--- src/rtl/serial_deser16.sv ---
// serial_deser16 -- serial-to-parallel receiver for the mux16 serial link.
//
// Collects one bit per accepted beat (sin_valid=1) into a 16-slot shadow
// register, walking a 4-bit slot counter. A word starts with sof. A completed
// word is presented on data_out with a valid/ready handshake one cycle after
// the final-bit edge.
//
// Parameters:
//   LSB_FIRST  1: first bit -> data_out[0];  0: first bit -> data_out[15]
//
// Ports:
//   clk, rst_n   rising-edge clock, asynchronous active-low reset
//   sin          serial data bit
//   sin_valid    sin is sampled on this edge (a "beat")
//   sof          start of frame, qualified by sin_valid
//   data_out     last delivered word
//   out_valid    data_out holds an unconsumed word
//   out_ready    consumer accepts data_out when out_valid=1
//   busy         a frame is in progress
//   frame_err    1-cycle pulse: frame restarted by an early sof
//   overrun      sticky: a completed word was dropped (clears on reset)
//   parity_err   1-cycle pulse: parity mismatch (0 unless parity built in)
//
// Build option:
//   SERIAL_DESER16_PARITY_EN  adds a PAR state: the beat after the 16th data
//   bit carries an even-parity bit; a mismatch drops the word.
//
// All outputs come straight from flops.

module serial_deser16 #(
  parameter bit LSB_FIRST = 1'b1
) (
  input  logic        clk,
  input  logic        rst_n,
  input  logic        sin,
  input  logic        sin_valid,
  input  logic        sof,
  output logic [15:0] data_out,
  output logic        out_valid,
  input  logic        out_ready,
  output logic        busy,
  output logic        frame_err,
  output logic        overrun,
  output logic        parity_err
);

  typedef enum logic [1:0] {IDLE, RECV, PAR} state_e;

  state_e      state_q, state_d;
  logic [3:0]  cnt_q, cnt_d;
  logic [15:0] shadow_q, shadow_d;
  logic [15:0] data_out_q, data_out_d;
  logic        out_valid_q, out_valid_d;
  logic        busy_q, busy_d;
  logic        frame_err_q, frame_err_d;
  logic        overrun_q, overrun_d;
  logic        parity_err_q, parity_err_d;
  logic        complete;

  function automatic logic [3:0] slot_of(input logic [3:0] c);
    return LSB_FIRST ? c : (4'd15 - c);
  endfunction

  always_comb begin
    state_d      = state_q;
    cnt_d        = cnt_q;
    shadow_d     = shadow_q;
    data_out_d   = data_out_q;
    out_valid_d  = out_valid_q;
    overrun_d    = overrun_q;
    frame_err_d  = 1'b0;
    parity_err_d = 1'b0;
    complete     = 1'b0;

    if (out_valid_q && out_ready) out_valid_d = 1'b0;

    if (sin_valid) begin
      if (sof) begin
        // sof always (re)starts a frame; it is an error only mid-frame.
        frame_err_d                = (state_q != IDLE);
        shadow_d                   = '0;
        shadow_d[slot_of(4'd0)]    = sin;
        cnt_d                      = 4'd1;
        state_d                    = RECV;
      end else begin
        case (state_q)
          RECV: begin
            shadow_d[slot_of(cnt_q)] = sin;
            if (cnt_q == 4'd15) begin
              cnt_d = 4'd0;
`ifdef SERIAL_DESER16_PARITY_EN
              state_d = PAR;
`else
              state_d  = IDLE;
              complete = 1'b1;
`endif
            end else begin
              cnt_d = cnt_q + 4'd1;
            end
          end
`ifdef SERIAL_DESER16_PARITY_EN
          PAR: begin
            state_d = IDLE;
            // Even parity over data plus parity bit must XOR to zero.
            if (^{shadow_q, sin}) parity_err_d = 1'b1;
            else                  complete     = 1'b1;
          end
`endif
          default: ;  // IDLE without sof: ignored
        endcase
      end
    end

    // A word consumed on this same edge frees the output for the new one.
    if (complete) begin
      if (!out_valid_q || out_ready) begin
        data_out_d  = shadow_d;
        out_valid_d = 1'b1;
      end else begin
        overrun_d = 1'b1;
      end
    end

    busy_d = (state_d != IDLE);
  end

  always_ff @(posedge clk or negedge rst_n) begin
    if (!rst_n) begin
      state_q      <= IDLE;
      cnt_q        <= '0;
      shadow_q     <= '0;
      data_out_q   <= '0;
      out_valid_q  <= 1'b0;
      busy_q       <= 1'b0;
      frame_err_q  <= 1'b0;
      overrun_q    <= 1'b0;
      parity_err_q <= 1'b0;
    end else begin
      state_q      <= state_d;
      cnt_q        <= cnt_d;
      shadow_q     <= shadow_d;
      data_out_q   <= data_out_d;
      out_valid_q  <= out_valid_d;
      busy_q       <= busy_d;
      frame_err_q  <= frame_err_d;
      overrun_q    <= overrun_d;
      parity_err_q <= parity_err_d;
    end
  end

  assign data_out   = data_out_q;
  assign out_valid  = out_valid_q;
  assign busy       = busy_q;
  assign frame_err  = frame_err_q;
  assign overrun    = overrun_q;
  assign parity_err = parity_err_q;

endmodule

--- config.mk ---
export PLATFORM = sky130hd
export DESIGN_NAME = serial_deser16
export DESIGN_NICKNAME = d
export VERILOG_FILES = /design/src/rtl/serial_deser16.sv
export SDC_FILE = /design/constraint.sdc
export NUM_CORES = 1
export LEC_CHECK = 0
export BUFFER_PORTS_ARGS = -buffer_cell sky130_fd_sc_hd__buf_2
export CAP_MARGIN = 30
export CORE_MARGIN = 3
export CORE_UTILIZATION = 35
export CTS_CLUSTER_SIZE = 8
export DETAILED_ROUTE_END_ITERATION = 8
export GPL_TIMING_DRIVEN = 0
export HOLD_SLACK_MARGIN = 0.1
export PLACE_DENSITY = 0.57
export SLEW_MARGIN = 20
export SYNTH_ARGS = -nofsm -noshare
export SYNTH_HDL_FRONTEND = slang
export SYNTH_SLANG_ARGS = --single-unit
--- constraint.sdc ---
create_clock -name clk -period 3.6 [get_ports clk]
set_input_delay 0.36 -clock clk [delete_from_list [all_inputs] [get_ports clk]]
set_output_delay 0.36 -clock clk [all_outputs]
set_load 0.02 [all_outputs]
Yosys cells after proc, flatten, opt, wreduce, memory -nomap -nowiden
Cells that the tools add are included.
W data, S select, Z words.
Cells by class
  $add $sub $neg: 1
  order comparisons: 2
  equal/unequal tests: 2
  mux-type cells: 22
  bitwise logic cells: 1
  reduce and logical (&&, ||, !) cells: 10
Operators with widths (count)
  $mux W16: 3
  $bwmux W16: 1
  $mux W4: 3
  $mux W1: 10
  $mux W2: 4
  $reduce_and A2 Y1: 3
  $reduce_bool A2 Y1: 3
  $lt A4 B5 Y1 const B: 1
  $add A4 B1 Y4 const B: 1
  $demux W1 S4: 1
  $eq A4 B4 Y1 const B: 1
  $ge A4 B1 Y1 const B: 1
  $eq A2 B1 Y1 const B: 1
  $logic_and A1 B1 Y1: 2
  $logic_not A1 Y1: 1
  $logic_or A1 B1 Y1: 1
  $not A1 Y1: 1
Storage, ports and cells
  flip-flop bits (word level): 42
  input port bits: 6
  output and inout bits: 21

Logic depth before layout (Yosys ltp)
  depth in word-level cells: 8
  gate-level depth with buffers: 7
  mapped depth without buffers: 6

Worst setup path before layout
OpenSTA, ideal clock, no wires.
  path kind: register -> register
  start point: register cnt_q[0]
  end point: register data_out_q[3], in the netlist data_out[3]
  arrival: 1.548 ns
  data required time: 3.475 ns
  path slack: 1.927 ns
  stages on the path, launching flop included: 7
  clock period less this slack: 1.673 ns
  cell sequence: dfrtp_1 -> ha_1 -> and3b_2 -> buf_2 -> nor2_1 -> or3_4 -> mux2_2
On the way
  cells in the longest elaborated chain, start to end: 8
RTL lines
  from (decl): line 50  | logic [3:0] cnt_q, cnt_d;
  from (signal assigned): line 140  | cnt_q <= cnt_d;
  $lt A4 B5 Y1 (implied by the code) or $ge A4 B1 Y1 (tied branches): line 88  | shadow_d[slot_of(cnt_q)] = sin;
  $logic_and A1 B1 Y1 (implied by the code): line 88
  $mux W1 (implied by the code): line 88
  $demux W1 S4 (*): line 88
  $bwmux W16 (*): line 88
  $mux W16 (*): line 86  | case (state_q)
  $mux W16 (*): line 78  | if (sof) begin
  $mux W16 (*): line 77  | if (sin_valid) begin
  net shadow_d[3]: line 51  | logic [15:0] shadow_q, shadow_d;
  to (signal assigned): line 142  | data_out_q <= data_out_d;
  to (decl): line 52  | logic [15:0] data_out_q, data_out_d;
Mark *: on every way through the listed nets, which the timed path passes. The rest lies on a longest branch.
A chain may end at the register's enable or synchronous reset.

Worst setup path in the final report
  start point: register cnt_q[0]
  end point: register data_out_q[15], in the netlist data_out[15]
Same word-level chain as after synthesis.

==> results.cfg <==
[floorplan]
rows = 28
ios = 27
die_h_um = 85.50
core_region_area_um2 = 6026
die_area_um2 = 7310
start_util = 0.3671
die_w_um = 85.50

[setup_path]
r2r_end = data_out[15]$_DFFE_PN0P_
path_cells = ha_1 -> and3b_2 -> buf_2 -> nor2_1 -> or3_1 -> mux2_2
crit_path_end_kind = flip-flop
start_kind = flip-flop
max_stage_delay_ps = 460
worstSetupPathType = flip-flop to flip-flop
rr_worst_depth = 6
cp_num_buf_inv = 1
critPathMaxFanout = 6
r2r_slack_ps = 1680
cp_num_cells = 6
crit_family = simple AND/OR/NAND/NOR gates
required_ps = 3790
critPathSlowestCell = dfrtp_1
r2r_start = cnt_q[0]$_DFFE_PN0P_
cp.arrival_ps = 2110

[drt]
drt_iter0_markers = 69
wire_per_inst_um = 15.34
first_pass_iters = 4
via_per_inst = 5.126
ant_nets = 0
dr_total_vias = 1589
drc = 0
routed_wl_um = 4755

[synthesis]
avgSynthCellArea_um2 = 11.01
ys_top_cells_by_area = dfrtp_1 (48%), mux2_2 (6.1%), or3_4 (4.1%)
yosysSeqAreaShare = 0.4751
synthDistinctLibCells = 40
yosysTopAreaCell = dfrtp_1
syn-instance-count = 201
yosys_warnings = 0
netlist.area_leader.share = 0.4751
syn-num-nets = 211
netlist_area_um2 = 2212
ys_ff_latch = 42

[clocking]
cts_buffer_depth = 2
cts_setup_buffers = 0
root_buffer = clkbuf_8
cts_tree = yes
clkTransAtPathRegs_ps = 90
clock_latency_ps = 300
cts_max_level = 2
cts_resized = 0
cts.sinks = 42
numCtsBuffers = 5

[hold_path]
hp-class = input port to flip-flop
min_from = sin
hold_end = shadow_q[0]$_DFF_PN0_
holdPathStages = 2

[global_route]
grt_usage = 0.1403
antenna_found_initial = 0
grt_max_degree = 43
grt_first_pass_wirelength_um = 7962
grt_use_met3 = 0.03266
use_met1 = 0.1990
grt_pass1_vias = 1567
busiest_layer = met2
grt-ovfl-total = 0
met2_usage = 0.2083

[final_layout]
regArea_um2 = 1051
area_delta_synth_final_pct = 17.25
final_common_cell = dfrtp_1
nFillCells = 597
num_antenna_cells = 0
fin_nets = 244
multi_input_area_um2 = 991.0
drive_gt1_frac = 0.3447
layout_common_cells = dfrtp_1 (42), buf_2 (28), inv_1 (15)

[timing]
fin_crit_ps = 1920
fin_worst_skew_ps = 11.31
rsz0062_at_grt = no
timing.fmax_mhz = 521.0
timing.final.crit_share = 0.5332
slew_violations = 0
fin_ws_ps = 1681
tns_ps = 0
hold_viol_final = 0
finalSetupViolations = 0

[outcome]
status = complete, no violations

[place]
routabilityCongestion = 0.8776
dpl.hpwl_um = 3305
pre_cts_ws_ps = 1705
io_buffers = 24

[power_and_ir_drop]
p_per_area_nw_per_um2 = 597.9
power.total_mw = 1.551
vdd_drop_max_uv = 296.2
leakage_nw = 1.292

[flow_run]
maxCapViolCount = 0
==> per-layer routing <==
| metal | vias to the layer above | wire length, µm |
|---|---|---|
| li1 | 762 | - |
| met1 | 780 | 2330 |
| met2 | 42 | 2128 |
| met3 | 5 | 248 |
| met4 | 0 | 47 |
| met5 | - | 0 |
==> worst register-to-register path, cell delays in order, from the launching register on <==
cell and delay (ps):
dfrtp_1 460, ha_1 240, and3b_2 190, buf_2 180, nor2_1 70, or3_1 390
mux2_2 280
==> where the power goes <==
group	switching, mW	total [mW]	internal, mW
registers	0.0586	0.634	0.576
logic	0.246	0.465	0.218
clock network	0.174	0.452	0.278
==> state kept, by name (all words and copies together), names as in the netlist <==
register,flops
cnt_q,4
data_out,16
shadow_q,16
busy,1
out_valid,1
overrun,1
frame_err,1
state_q,2
==> what timing repair did <==
action                                  CTS  global route
hold endpoints to repair                  0            16
endpoints found under the setup margin    0             0
hold buffers                              0             1
==> layout make-up <==
class / count / share of cell area
well taps: 75 / 0.03618
repair buffers: 26 / 0.05789
multi-input cells: 130 / 0.3821
clock inverters: 3 / 0.02653
plain buffers: 14 / 0.04390
flip-flops and latches: 42 / 0.4052
clock buffers: 5 / 0.02653
inverters: 15 / 0.02171
==> kinds of logic after synthesis <==
group / after synthesis / synth area share
simple gates: 75 / 0.2234
other cells: 1 / 0.001695
fa+ha+maj: 4 / 0.02263
flops: 42 / 0.4751
compound gates: 29 / 0.08711
mux: 21 / 0.1131
buf+inv: 29 / 0.07692
==> worst max path at each step <==
| stage | from | endpoint | slack (ps) |
|---|---|---|---|
| after floorplan | cnt_q[0]$_DFFE_PN0P_ | data_out[3]$_DFFE_PN0P_ | 1930 |
| after global placement | cnt_q[0]$_DFFE_PN0P_ | data_out[10]$_DFFE_PN0P_ | 1710 |
| after detailed placement | cnt_q[0]$_DFFE_PN0P_ | data_out[8]$_DFFE_PN0P_ | 1700 |
| after CTS | cnt_q[0]$_DFFE_PN0P_ | data_out[15]$_DFFE_PN0P_ | 1680 |
| after global routing | cnt_q[0]$_DFFE_PN0P_ | data_out[14]$_DFFE_PN0P_ | 1540 |
| final | cnt_q[0]$_DFFE_PN0P_ | data_out[15]$_DFFE_PN0P_ | 1680 |
==> cell usage after synthesis (all sizes together) <==
| master | number |
|---|---|
| nand2 | 2 |
| conb | 1 |
| a21oi | 2 |
| or3 | 10 |
| or2 | 2 |
| a21o | 1 |
| nor3b | 1 |
| nand4bb | 1 |
| o31a | 1 |
| mux2 | 17 |
| buf | 14 |
| and2b | 1 |
| nor2b | 2 |
| mux2i | 4 |
| and3 | 1 |
| a41oi | 1 |
| nand3b | 5 |
| nand3 | 2 |
| inv | 15 |
| and3b | 4 |
| a31o | 1 |
| nand2b | 13 |
| dfrtp | 42 |
| and4b | 1 |
| o21ai | 5 |
| o22ai | 13 |
| ha | 4 |
| and2 | 2 |
| nand4 | 1 |
| a22oi | 1 |
| nor2 | 13 |
| o2bb2ai | 4 |
| nor3 | 13 |
| nand4b | 1 |
==> metrics by stage <==
stage	hold slack, ps	instance area, µm²	util	cells
2_1_floorplan	64.41	2212	-	201
3_3_place_gp	435.7	2426	0.4026	300
3_5_place_dp	443.2	2426	0.4026	300
4_1_cts	239.2	2564	0.4255	308
5_1_grt	397.2	2594	0.4304	310
6_report	384.5	2594	0.4304	310
No activity file was read; power rests on OpenSTA's default activity.
